`src/rtl/adc_frame_align.sv`:
```
// Frame-lane word aligner: searches the 14 bit phases of the frame deserializer with bitslip pulses.
// Define ADC_FRAME_ALIGN_LOSS_MON_EN to enable loss-of-lock detection while LOCKED.
module adc_frame_align #(
  parameter logic [13:0] FRM_PATTERN = 14'h3F80,
  parameter int          SETTLE_CYC  = 4,
  parameter int          MATCH_CNT   = 8,
  parameter int          LOSS_CNT    = 4
) (
  input  logic        FrmClkDiv,
  input  logic        FrmRstN,
  input  logic [13:0] FrmData,
  input  logic        FrmAlignStart,
  output logic        FrmBitslip,
  output logic        FrmAlignDone,
  output logic        FrmAlignErr,
  output logic [3:0]  FrmSlipCnt
);

  if (SETTLE_CYC < 2 || SETTLE_CYC > 15) begin : g_bad_settle_cyc
    $error("SETTLE_CYC out of range 2..15");
  end
  if (MATCH_CNT < 1 || MATCH_CNT > 15) begin : g_bad_match_cnt
    $error("MATCH_CNT out of range 1..15");
  end
  if (LOSS_CNT < 1 || LOSS_CNT > 15) begin : g_bad_loss_cnt
    $error("LOSS_CNT out of range 1..15");
  end

  localparam logic [3:0] SETTLE_LAST = 4'(SETTLE_CYC - 1);
  localparam logic [3:0] MATCH_LAST  = 4'(MATCH_CNT - 1);
  localparam logic [3:0] SLIP_LAST   = 4'd13;

  typedef enum logic [2:0] {
    S_SETTLE,
    S_CHECK,
    S_SLIP,
    S_LOCKED,
    S_ERROR
  } state_t;

  state_t     state_q, state_d;
  logic [3:0] settle_cnt_q, settle_cnt_d;
  logic [3:0] match_cnt_q, match_cnt_d;
  logic [3:0] slip_cnt_q, slip_cnt_d;
  logic       bitslip_q, done_q, err_q;
  logic       word_match;

`ifdef ADC_FRAME_ALIGN_LOSS_MON_EN
  localparam logic [3:0] LOSS_LAST = 4'(LOSS_CNT - 1);
  logic [3:0] loss_cnt_q, loss_cnt_d;
`endif

  assign word_match = (FrmData == FRM_PATTERN);

  always_comb begin
    state_d      = state_q;
    settle_cnt_d = settle_cnt_q;
    match_cnt_d  = match_cnt_q;
    slip_cnt_d   = slip_cnt_q;
`ifdef ADC_FRAME_ALIGN_LOSS_MON_EN
    loss_cnt_d   = loss_cnt_q;
`endif
    if (FrmAlignStart) begin
      state_d      = S_SETTLE;
      settle_cnt_d = 4'd0;
      match_cnt_d  = 4'd0;
      slip_cnt_d   = 4'd0;
`ifdef ADC_FRAME_ALIGN_LOSS_MON_EN
      loss_cnt_d   = 4'd0;
`endif
    end else begin
      unique case (state_q)
        S_SETTLE: begin
          if (settle_cnt_q == SETTLE_LAST) begin
            state_d      = S_CHECK;
            settle_cnt_d = 4'd0;
            match_cnt_d  = 4'd0;
          end else begin
            settle_cnt_d = settle_cnt_q + 4'd1;
          end
        end
        S_CHECK: begin
          if (word_match) begin
            if (match_cnt_q == MATCH_LAST) begin
              state_d     = S_LOCKED;
              match_cnt_d = 4'd0;
            end else begin
              match_cnt_d = match_cnt_q + 4'd1;
            end
          end else begin
            match_cnt_d = 4'd0;
            // Thirteen slips already tried means all 14 phases failed.
            if (slip_cnt_q == SLIP_LAST) begin
              state_d = S_ERROR;
            end else begin
              state_d    = S_SLIP;
              slip_cnt_d = slip_cnt_q + 4'd1;
            end
          end
        end
        S_SLIP: begin
          state_d      = S_SETTLE;
          settle_cnt_d = 4'd0;
        end
        S_LOCKED: begin
`ifdef ADC_FRAME_ALIGN_LOSS_MON_EN
          if (!word_match) begin
            if (loss_cnt_q == LOSS_LAST) begin
              state_d      = S_SETTLE;
              settle_cnt_d = 4'd0;
              slip_cnt_d   = 4'd0;
              loss_cnt_d   = 4'd0;
            end else begin
              loss_cnt_d = loss_cnt_q + 4'd1;
            end
          end else begin
            loss_cnt_d = 4'd0;
          end
`endif
        end
        S_ERROR: begin
          state_d = S_ERROR;
        end
        default: begin
          state_d = S_SETTLE;
        end
      endcase
    end
  end

  // Outputs are decoded from the next state so they change on the same edge as the state.
  always_ff @(posedge FrmClkDiv or negedge FrmRstN) begin
    if (!FrmRstN) begin
      state_q      <= S_SETTLE;
      settle_cnt_q <= 4'd0;
      match_cnt_q  <= 4'd0;
      slip_cnt_q   <= 4'd0;
      bitslip_q    <= 1'b0;
      done_q       <= 1'b0;
      err_q        <= 1'b0;
    end else begin
      state_q      <= state_d;
      settle_cnt_q <= settle_cnt_d;
      match_cnt_q  <= match_cnt_d;
      slip_cnt_q   <= slip_cnt_d;
      bitslip_q    <= (state_d == S_SLIP);
      done_q       <= (state_d == S_LOCKED);
      err_q        <= (state_d == S_ERROR);
    end
  end

`ifdef ADC_FRAME_ALIGN_LOSS_MON_EN
  always_ff @(posedge FrmClkDiv or negedge FrmRstN) begin
    if (!FrmRstN) begin
      loss_cnt_q <= 4'd0;
    end else begin
      loss_cnt_q <= loss_cnt_d;
    end
  end
`endif

  assign FrmBitslip   = bitslip_q;
  assign FrmAlignDone = done_q;
  assign FrmAlignErr  = err_q;
  assign FrmSlipCnt   = slip_cnt_q;

endmodule

```
`config.mk`:
```
export PLATFORM = sky130hd
export DESIGN_NAME = adc_frame_align
export DESIGN_NICKNAME = d
export VERILOG_FILES = /design/src/rtl/adc_frame_align.sv
export SDC_FILE = /design/constraint.sdc
export NUM_CORES = 1
export LEC_CHECK = 0
export CORE_ASPECT_RATIO = 1.25
export CORE_MARGIN = 8
export CORE_UTILIZATION = 40
export CTS_CLUSTER_DIAMETER = 60
export DETAILED_ROUTE_END_ITERATION = 7
export PLACE_DENSITY_LB_ADDON = 0.05
export SYNTH_ARGS = -nofsm -noshare
export SYNTH_HDL_FRONTEND = slang
export SYNTH_SLANG_ARGS = --single-unit
export TNS_END_PERCENT = 20
```
`constraint.sdc`:
```
create_clock -name FrmClkDiv -period 1.58 [get_ports FrmClkDiv]
set_clock_uncertainty 0.05 [all_clocks]
set_input_delay 0.158 -clock FrmClkDiv [delete_from_list [all_inputs] [get_ports FrmClkDiv]]
set_output_delay 0.158 -clock FrmClkDiv [all_outputs]
set_load 0.01 [all_outputs]
```
### Word level (Yosys, flattened, before mapping)

Cells that the tools add are included.

* register bits after elaboration: 18
* latch bits: 0
* memory bits (writable): 0
* ROM bits: 0
* input port bits: 17
* output and inout port bits: 7
* word-level logic and storage cells: 48
* memories: 0

* $add $sub $neg: 3
* $mul: 0
* div/mod/pow operators: 0
* magnitude comparators: 0
* equality and inequality tests: 14
* shift operators: 0
* multiplexer cells: 18
* bitwise logic cells: 0
* reductions and logical operators: 6

Operators with widths (count)
* $mux W4: 10
* $pmux W4 S2: 2
* $mux W3: 5
* $eq A14 B14 Y1 const B: 1
* $add A4 B1 Y4 const B: 3
* $eq A3 B2 Y1 const B: 4
* $pmux W3 S4: 1
* $eq A3 B3 Y1 const B: 2
* $reduce_bool A3 Y1: 2
* $eq A4 B2 Y1 const B: 1
* $eq A4 B3 Y1 const B: 1
* $eq A4 B4 Y1 const B: 1
* $ne A2 B2 Y1 const B: 2
* $eq A3 B1 Y1 const B: 1
* $logic_not A3 Y1: 1
* $ne A3 B3 Y1 const B: 1
* $reduce_and A3 Y1: 1
* $reduce_and A2 Y1: 1
* $reduce_bool A2 Y1: 1

### Logic depth before layout (Yosys ltp)

* word-level depth: 6
* mapped depth: 6
* depth with buffers taken out: 6

### Worst setup path before layout

OpenSTA, ideal clock, no wires.

* path kind: flip-flop to flip-flop
* from: reg slip_cnt_q[0] (netlist: FrmSlipCnt[0])
* to: reg slip_cnt_q[3] (netlist: FrmSlipCnt[3])
* setup time: 0.077 ns
* arrival: 1.608 ns
* required time: 1.453 ns
* setup slack: -0.156 ns
* stages on the path, launching flop included: 6
* path buffers: 0
* period minus slack after synthesis: 1.736 ns
* cell sequence: dfrtp_1 > ha_1 > nand3_1 > nand2_1 > or4_2 > a21oi_1

* word-level cells in the longest chain between the ends: 5
* elaborated cells between the ends (all ways): 8
* those cells by class: add/sub: 1; eq/ne: 2; mux: 4; reduce/logical: 1

Ends and longest elaborated chain
* from (decl): line 44 `logic [3:0] slip_cnt_q, slip_cnt_d;`
* from (signal assigned): line 145 `slip_cnt_q <= slip_cnt_d;`
* $add A4 B1 Y4: line 97 `slip_cnt_d = slip_cnt_q + 4'd1;`
* $mux W4: line 93 `if (slip_cnt_q == SLIP_LAST) begin`
* $mux W4: line 83 `if (word_match) begin`
* $mux W4: line 72 `unique case (state_q)`
* $mux W4: line 63 `if (FrmAlignStart) begin`

Several ways; a longest one is shown, not always the timed one. The select of a mux whose other input is x is not followed.
A chain may end at the register's enable or synchronous reset.

### Final worst setup path

* from: in FrmData[1]
* to: reg slip_cnt_q[1] (netlist: FrmSlipCnt[1])

* word-level cells in the longest chain between the ends: 3

Ends and longest elaborated chain
* from (decl): line 11 `input logic [13:0] FrmData,`
* $eq A14 B14 Y1: line 53 `assign word_match = (FrmData == FRM_PATTERN);`
* $ne A2 B2 Y1 (no line)
* $reduce_and A3 Y1 (no line)

Every way passes these cells.

==> metrics <==
status=completed; wl on met1=1040 µm; # port buffers=23; VDD IR-drop max=between 600 and 700 µV; Hold/Removal Path Class=in2async; setup repair after global routing missed its margin=yes; Pre-Repair DR Iteration Count=4; fin worst setup slack=between 4 and 5 ps; Met3 Wirelength=roughly 130 µm; RePlAce Congestion=between 0.7 and 0.8; Hold Fails Final Rpt=0; CTS buffer count=3; WS Path Type=in2reg; clock sinks=18; Worst Path Max Fanout=8; largest net degree at the start of global routing=19; relative slew slack=between 60 and 70%; diodes inserted=0; overall power=1040 µW; Vias=~890; Primary FF master, synth=dfrtp_1; period utilization=between 90% and 100%; Synth cell types=37; final net count=157; core area=roughly 2400 µm²; hpwl dp=roughly 1900 µm; Die Wd=between 60 and 70 µm; root buffer cell=clkbuf_4; DRC violations left=0; hold_buf cts=0; Die Footprint=4270 µm²; post-synthesis sequential element count=18; post-route ant nets=0; ys async rst share=100%; first-pass GRT wire length=roughly 4400 µm; final setup violation count=0; CP Launch Type=input port; Mapped Avg Cell Area=~10 µm²; cells after synthesis=96; Critical Path Sink Type=flip-flop; layout cells sized above 1=a little over a quarter; maxcap violations=0; via density per instance=around 5.3; initial antenna violation count=0; GRT Residual Overflow=0; Net Count, Synth=about 120; Top Layer Used=met4; drt first-iter violations=14; H-tree depth=1; Row Count=20; WL/cell=between 10 and 15 µm; TritonCTS clock tree=yes; I/O pin cnt=24; EDFF count, synth=0; Power Dens Cells=between 700 and 800 nW/µm²; pre-CTS setup slack=-412 ps; filler cell count=217; Initial Util=between 40% and 50%; clk buf depth=2; Synth Cell Area=between 900 and 1000 µm²; Critical Path RT=1730 ps; gr usage total=between 10% and 20%; fmax=approximately 0.63 GHz; Skew-Pair Late Insertion Delay=roughly 300 ps; Die Y=~71 µm; Static Leakage=0.000622 µW; Final min period=about 1600 ps; Min Hold Slack=roughly 120 ps; met2 wire len=1240 µm; P&R area growth vs syn=44.7%; vias in the first global route=roughly 930; Least-Margin Pin Slew=523 ps; Warnings, synthesis=0; Seq/Total Area, Yosys=roughly 46%; Max Slew Vio Count=0; Critical Path AT=approximately 1700 ps; detailed-route wire length=around 2400 µm; clock-pin slew on the worst setup and hold paths=approximately 110 ps
[cell usage in the layout, fill, tap and decap left out, types with 3 or more instances in the layout]
cell             synthesis  routed
buf_4                    0      14
a21oi_1                  7       5
nand3_1                  6       5
mux2i_1                  3       3
clkbuf_4                 0       3
nor3_1                   6       6
clkdlybuf4s50_1          0      18
a31oi_1                  3       3
dlygate4sd2_1            0       4
nand2_1                  8       7
nor2_1                   3       3
dfrtp_1                 18      16
inv_1                    5       5
ha_1                     4       3
[report_power, final]
group / switching [µW] / internal [µW] / total (µW)
clock network: 146 / 141 / 287
registers: 19.7 / 486 / 506
logic: 113 / 136 / 249
total: 278 / 763 / 1040
[routing by layer]
layer	vias to the layer above	GRT usage, %
met5	-	0
met4	0	4.52
met3	4	5.81
met2	21	20.3
met1	429	15.3
li1	434	-
[synth_stat cells (2+ instances only)]
library cell | n | share of area [%]
or2_2 | 2 | 1.3
nand4b_1 | 2 | 1.8
o21ai_0 | 2 | 1.0
mux2i_1 | 3 | 3.1
ha_1 | 4 | 5.1
nor3_1 | 6 | 3.1
inv_1 | 5 | 1.9
dfrtp_1 | 18 | 46
a21oi_1 | 7 | 3.6
o21ai_1 | 2 | 1.0
nand2_1 | 8 | 3.1
o21a_1 | 2 | 1.5
nor2_1 | 3 | 1.2
a31oi_1 | 3 | 1.9
nand3_1 | 6 | 3.1
nand4_1 | 2 | 1.3
[through the flow]
step                      std cells  setup TNS (ps)  cell area, µm²  util (%)
final                           168               0            1410      59.2
after global placement          163           -4600            1340      56.4
after floorplan                  96            -193             986         -
after global routing            168            -136            1410      59.2
after CTS                       167           -5.29            1380      57.9
after detailed placement        163           -4840            1340      56.4
[worst paths after layout]
path / start / end / slack [ps] / cells past startpoint
worst min-delay path: FrmRstN / settle_cnt_q[0]$_DFFE_PN0P_ / 120 / 2
worst min register to register: match_cnt_q[2]$_DFFE_PN0P_ / match_cnt_q[2]$_DFFE_PN0P_ / 480 / 1
worst max-delay path: FrmData[1] / FrmSlipCnt[1]$_DFFE_PN0P_ / 5 / 6
worst max register to register: state_q[2]$_DFF_PN0_ / FrmSlipCnt[1]$_DFFE_PN0P_ / 30 / 4
max in group asynchronous: FrmRstN / FrmSlipCnt[2]$_DFFE_PN0P_ / 1130 / 2
min in group FrmClkDiv: FrmData[3] / match_cnt_q[3]$_DFFE_PN0P_ / 460 / 6
[kinds of logic after synthesis]
family | synth area share, %
AO/OA/AOI/OAI | 14.2
XOR/XNOR | 1.80
adder cells (fa/ha/maj) | 5.15
buffers and inverters | 3.47
flip-flops | 46.3
multiplexers | 3.09
AND/OR/NAND/NOR | 26.0
[worst max-delay path: stages]
cell and delay, ps:
clkdlybuf4s50_1 400, or4_4 430, nor4_4 290, buf_4 190, nor4_2 50, a31o_2 200
[registers in the layout (all words and copies together) (netlist names)]
register	count
FrmSlipCnt	4
match_cnt_q	4
settle_cnt_q	4
state_q	3
FrmAlignDone	1
FrmAlignErr	1
FrmBitslip	1
[final cells by class]
type                    count  area (µm²)  area share, %
inverters                   5        18.8           1.33
multi-input cells          71         524           37.3
well taps                  33        41.3           2.94
repair buffers             37         333           23.7
clock buffers               4        36.3           2.58
flip-flops and latches     18         453           32.2
[timing repair]
item | 4_1_cts | 5_1_grt
pin swaps | 3 | 4
setup buffers | 0 | 1
gates resized for setup | 5 | 8
endpoints found under the setup margin | 11 | 11
Note: power is estimated with default switching activity, not from simulation.
==> edit 1 (config.mk and constraints unchanged) <==
The option `ADC_FRAME_ALIGN_LOSS_MON_EN` is turned on by a define.
--- a/src/rtl/adc_frame_align.sv
+++ b/src/rtl/adc_frame_align.sv
@@ -1,5 +1,7 @@
 // Frame-lane word aligner: searches the 14 bit phases of the frame deserializer with bitslip pulses.
 // Define ADC_FRAME_ALIGN_LOSS_MON_EN to enable loss-of-lock detection while LOCKED.
+`define ADC_FRAME_ALIGN_LOSS_MON_EN
+
 module adc_frame_align #(
   parameter logic [13:0] FRM_PATTERN = 14'h3F80,
   parameter int          SETTLE_CYC  = 4,
Formal check against the unedited RTL: no difference found for any inputs over 10 cycles, from zero or initial values and one cycle with FrmRstN low; that may be too few to reach the edited logic, so the function may still have changed.
==> edit 1 against the original RTL <==
The run now ends with negative setup slack left; wire length up 32%; via count up 33%; cell area up 34%; total power up 15%; setup slack worse by 28 ps; area after synthesis up 35%; die area up 26%; sequential cell count up 4; clock power up 22%; combinational power down 5%; sequential power up 20%; critical endpoint is now loss_cnt_q[2].
==> edit 1: results (changes against the original RTL) <==
| Metric | Value |
|---|---|
| GRT Total Usage | 12.9% (-0.12 points) |
| Peak supply drop | 0.000449 V (-27%) |
| Post-placement cell count | 211 (+29%) |
| Maximum fanout along the worst path | 5 (-3) |
| Final #Nets | 203 (+29%) |
| Final worst slack | -23.5 ps (-28.4 ps) |
| Synth Net Count | 150 (+28%) |
| Int Pwr | 0.000886 W (+16%) |
| Pre-CTS setup slack | -673 ps (-261 ps) |
| Status | finished with violations |
| Unique cell type count in the Yosys netlist | 46 (+24%) |
| Worst r2r src | loss_cnt_q[0] |
| CP Data Arrival Time | 1700 ps (-20 ps) |
| Synth cell count leaders | dfrtp_1 (22), nor2_1 (11), nand2_1 (9) |
| Dpl cell area | 0.00177 mm^2 (+32%) |
| Skew-Pair Late Insertion Delay | 260 ps (-40 ps) |
| Failing checks | negative setup slack |
| # setup viols final | 8 (+8) |
| R2r worst-path depth | 5 (+1) |
| Setup_tns | -101 ps (-101 ps) |
| Share of cells above drive strength 1 | 31.8% (+4.4 points) |
| Worst setup path endpoint | loss_cnt_q[2] |
| WL/cell | 14.8 um (+2.4%) |
| Number of global-route vias before repair | 1274 (+37%) |
| Area contributors post-synth | dfrtp_1 (42%), ha_1 (4.8%), nor2_1 (3.2%) |
| Largest net degree at the start of global routing | 23 (+4) |
| First-pass GRT wire length | 5.55 mm (+27%) |
| DRT iter0 DRCs | 58 (+44) |
| Syn Area/Cell | 10.2 um^2 (+1.1%) |
| Slew at the pin closest to its max-slew limit | 335 ps (-189 ps) |
| Sequential fraction of the synthesis area | 42.0% (-4.3 points) |
edit 1: cell types whose count changed after synthesis, moves of 3 or more:
cell      change
nor2_1        +8
a21oi_1       -5
nand2b_1      +5
nand3b_1      +5
dfrtp_1       +4
mux2i_1       -3
o22ai_1       +3
edit 1: cell type report:
type / count / area [um^2]
Clock buffer: 3 / 41.3
Multi-Input combinational cell: 96 / 772
Fill cell: 288 / 1280
Sequential cell: 22 / 553
Timing Repair Buffer: 53 / 452
Inverter: 5 / 18.8
Tap cell: 37 / 46.3
edit 1: logic make-up after synthesis:
family | synth area share (%)
adders and majority gates | 4.78
AOI/OAI and AO/OA | 18.4
muxes | 0.860
DFF | 42.0
buffers and inverters | 4.68
and+or+nand+nor | 29.2
edit 1: how the worst min path moves through the flow:
stage | to | slack [ps] | depth (start not counted)
finish | FrmSlipCnt[2] | 190 | 2
global placement | match_cnt_q[2] | 450 | 1
global route | FrmSlipCnt[2] | 220 | 2
floorplan | FrmAlignDone | -190 | 0
detailed placement | match_cnt_q[2] | 460 | 1
CTS | loss_cnt_q[0] | 200 | 2
edit 1: what timing repair did:
| item | CTS | global route |
|---|---|---|
| pin swaps | 7 | 5 |
| setup endpoints to repair | 22 | 21 |
| setup buffers | 2 | 0 |
| gates resized for setup | 17 | 15 |
edit 1: power groups by stage:
stage	clock (W)	combinational [W]	sequential, W
floorplan	0	0.0000851	0.000621
global placement	0	0.000229	0.000616
detailed placement	0	0.000236	0.000616
CTS	0.000362	0.000235	0.000606
global route	0.000385	0.000261	0.000611
finish	0.000349	0.000236	0.000608
edit 1: through the flow:
step | power [W] | util (%)
global placement | 0.000845 | 55.9
detailed placement | 0.000852 | 55.9
CTS | 0.00120 | 57.8
finish | 0.00119 | 59.5
floorplan | 0.000706 | -
global route | 0.00126 | 59.5
edit 1: worst max-delay path, cell delays in order:
cell and delay, ps:
buf_6 90, or4_4 530, nor4_4 380, buf_4 220, o21ai_0 80, a32o_1 250
edit 1: metal layers:
layer	track usage [%]	up-vias	wire length, um
li1	-	592	-
met1	15.1	571	1360
met2	22.7	15	1690
met3	1.97	4	107
met4	5.03	0	39
met5	0	-	0
==> edit 2 (config.mk and constraints unchanged) <==
Made on the original files. Re-encode `state_t` (5 states) as one-hot, 5 bits wide.
--- a/src/rtl/adc_frame_align.sv
+++ b/src/rtl/adc_frame_align.sv
@@ -30,12 +30,12 @@
   localparam logic [3:0] MATCH_LAST  = 4'(MATCH_CNT - 1);
   localparam logic [3:0] SLIP_LAST   = 4'd13;
 
-  typedef enum logic [2:0] {
-    S_SETTLE,
-    S_CHECK,
-    S_SLIP,
-    S_LOCKED,
-    S_ERROR
+  typedef enum logic [4:0] {
+    S_SETTLE = 5'b00001,
+    S_CHECK  = 5'b00010,
+    S_SLIP   = 5'b00100,
+    S_LOCKED = 5'b01000,
+    S_ERROR  = 5'b10000
   } state_t;
 
   state_t     state_q, state_d;
Check against the original RTL: no difference found for any inputs over 10 cycles, from zero or initial values and one cycle with FrmRstN low; not proved beyond that.
==> edit 2 against the original RTL <==
Non-clock buffer count grew 10; wire length grew 24%; first-iteration DRC count grew 93%; sequential cell count grew 2; maximum frequency grew 0.26%; synthesized cell count grew 15%; largest cell class unchanged; via count grew 20%; clock power grew 46%; total power grew 24%; setup slack gained 4.1 ps; area after synthesis grew 16%; cell area grew 21%; critical path type is now flip-flop to flip-flop; sequential power grew 15%.
==> edit 2: results (changes against the original RTL) <==
| Metric | Value |
|---|---|
| Worst setup path endpoint | match_cnt_q[3] |
| Sequential fraction of the synthesis area | 44.4% (-1.9 points) |
| Status | completed |
| Area contributors post-synth | dfrtp_1 (42%), ha_1 (4.4%), nand3_1 (4.0%) |
| DRT iter0 DRCs | 27 (+13) |
| Number of global-route vias before repair | 1100 (+18%) |
| GPL Wtd Cong | 0.806 (+5.2%) |
| First-pass GRT wire length | 5.00 mm (+15%) |
| Final #Nets | 180 (+15%) |
| FMAX | 637 MHz (+0.26%) |
| WL met3 | 77 um (-43%) |
| GRT Total Usage | 13.0% (-0.020 points) |
| Slew at the pin closest to its max-slew limit | 383 ps (-141 ps) |
| Share of cells above drive strength 1 | 32.9% (+5.5 points) |
| Peak supply drop | 0.000422 V (-32%) |
| Startpoint types | flip-flop |
| Largest net degree at the start of global routing | 21 (+2) |
| Unique cell type count in the Yosys netlist | 41 (+11%) |
| Synth Net Count | 131 (+12%) |
| Synth cell count leaders | dfrtp_1 (19), nand2_1 (9), nand3_1 (9), a21oi_1 (8), nor2_1 (6) |
| Met1 Wirelength | 1.24 mm (+20%) |
| Pre-CTS setup slack | -301 ps (+111 ps) |
| Met3 GRT Util | 2.79% (-3.0 points) |
| Dpl cell area | 0.00153 mm^2 (+14%) |
| Critical path's slowest cell | dfrtp_1 |
| Dpl hpwl | 2.24 mm (+19%) |
| Worst r2r src | match_cnt_q[1] |
| Global-route met1 utilization | 14.0% (-1.3 points) |
| FF-to-FF setup slack | 9 ps (-20 ps) |
-- edit 2: cell count changes after synthesis, moves of 3 or more --
cell,change
nor2_1,+3
nor3_1,-4
mux2i_1,-3
nand3_1,+3
or3_1,+3
-- edit 2: final cells by class --
class	count	area (um^2)
fillers	226	985
multi-input cells	84	677
flip-flops and latches	20	502
repair buffers	47	410
well taps	34	42.5
clock inverters	1	30.0
clock buffers	3	22.5
inverters	3	11.3
-- edit 2: power by group --
part           switching, W  total [W]  internal [W]
Combinational      0.000143   0.000295      0.000152
Sequential        0.0000323   0.000581      0.000549
Clock              0.000164   0.000420      0.000256
Total              0.000339    0.00130      0.000958
-- edit 2: timing repair --
| item | in CTS | in global routing |
|---|---|---|
| buffers inserted | 1 | 3 |
| resized for setup | 5 | 14 |
| endpoints found under the setup margin | 7 | 13 |
| pin swaps | 2 | 12 |
| endpoints found under the hold margin | 0 | 0 |
-- edit 2: logic make-up (layout without fill, tap and decap cells) --
logic type / Yosys count / after routing / synth area share [%]
and+or+nand+nor: 51 / 51 / 28.8
muxes: 1 / 1 / 1.33
adders and majority gates: 4 / 4 / 4.43
buffers and inverters: 6 / 54 / 2.66
DFF: 20 / 20 / 44.4
xor gates and xnor gates: 1 / 1 / 0.775
AOI/OAI and AO/OA: 27 / 27 / 17.6
-- edit 2: stage by stage --
stage          hold slack (ps)  utilization (%)  power (W)  instances
2_1_floorplan             -188                -   0.000719        110
3_5_place_dp               472             57.2   0.000865        184
6_report                   125             63.3    0.00130        192
4_1_cts                    128             60.3    0.00130        189
5_1_grt                    153             63.3    0.00136        192
3_3_place_gp               464             57.2   0.000864        184
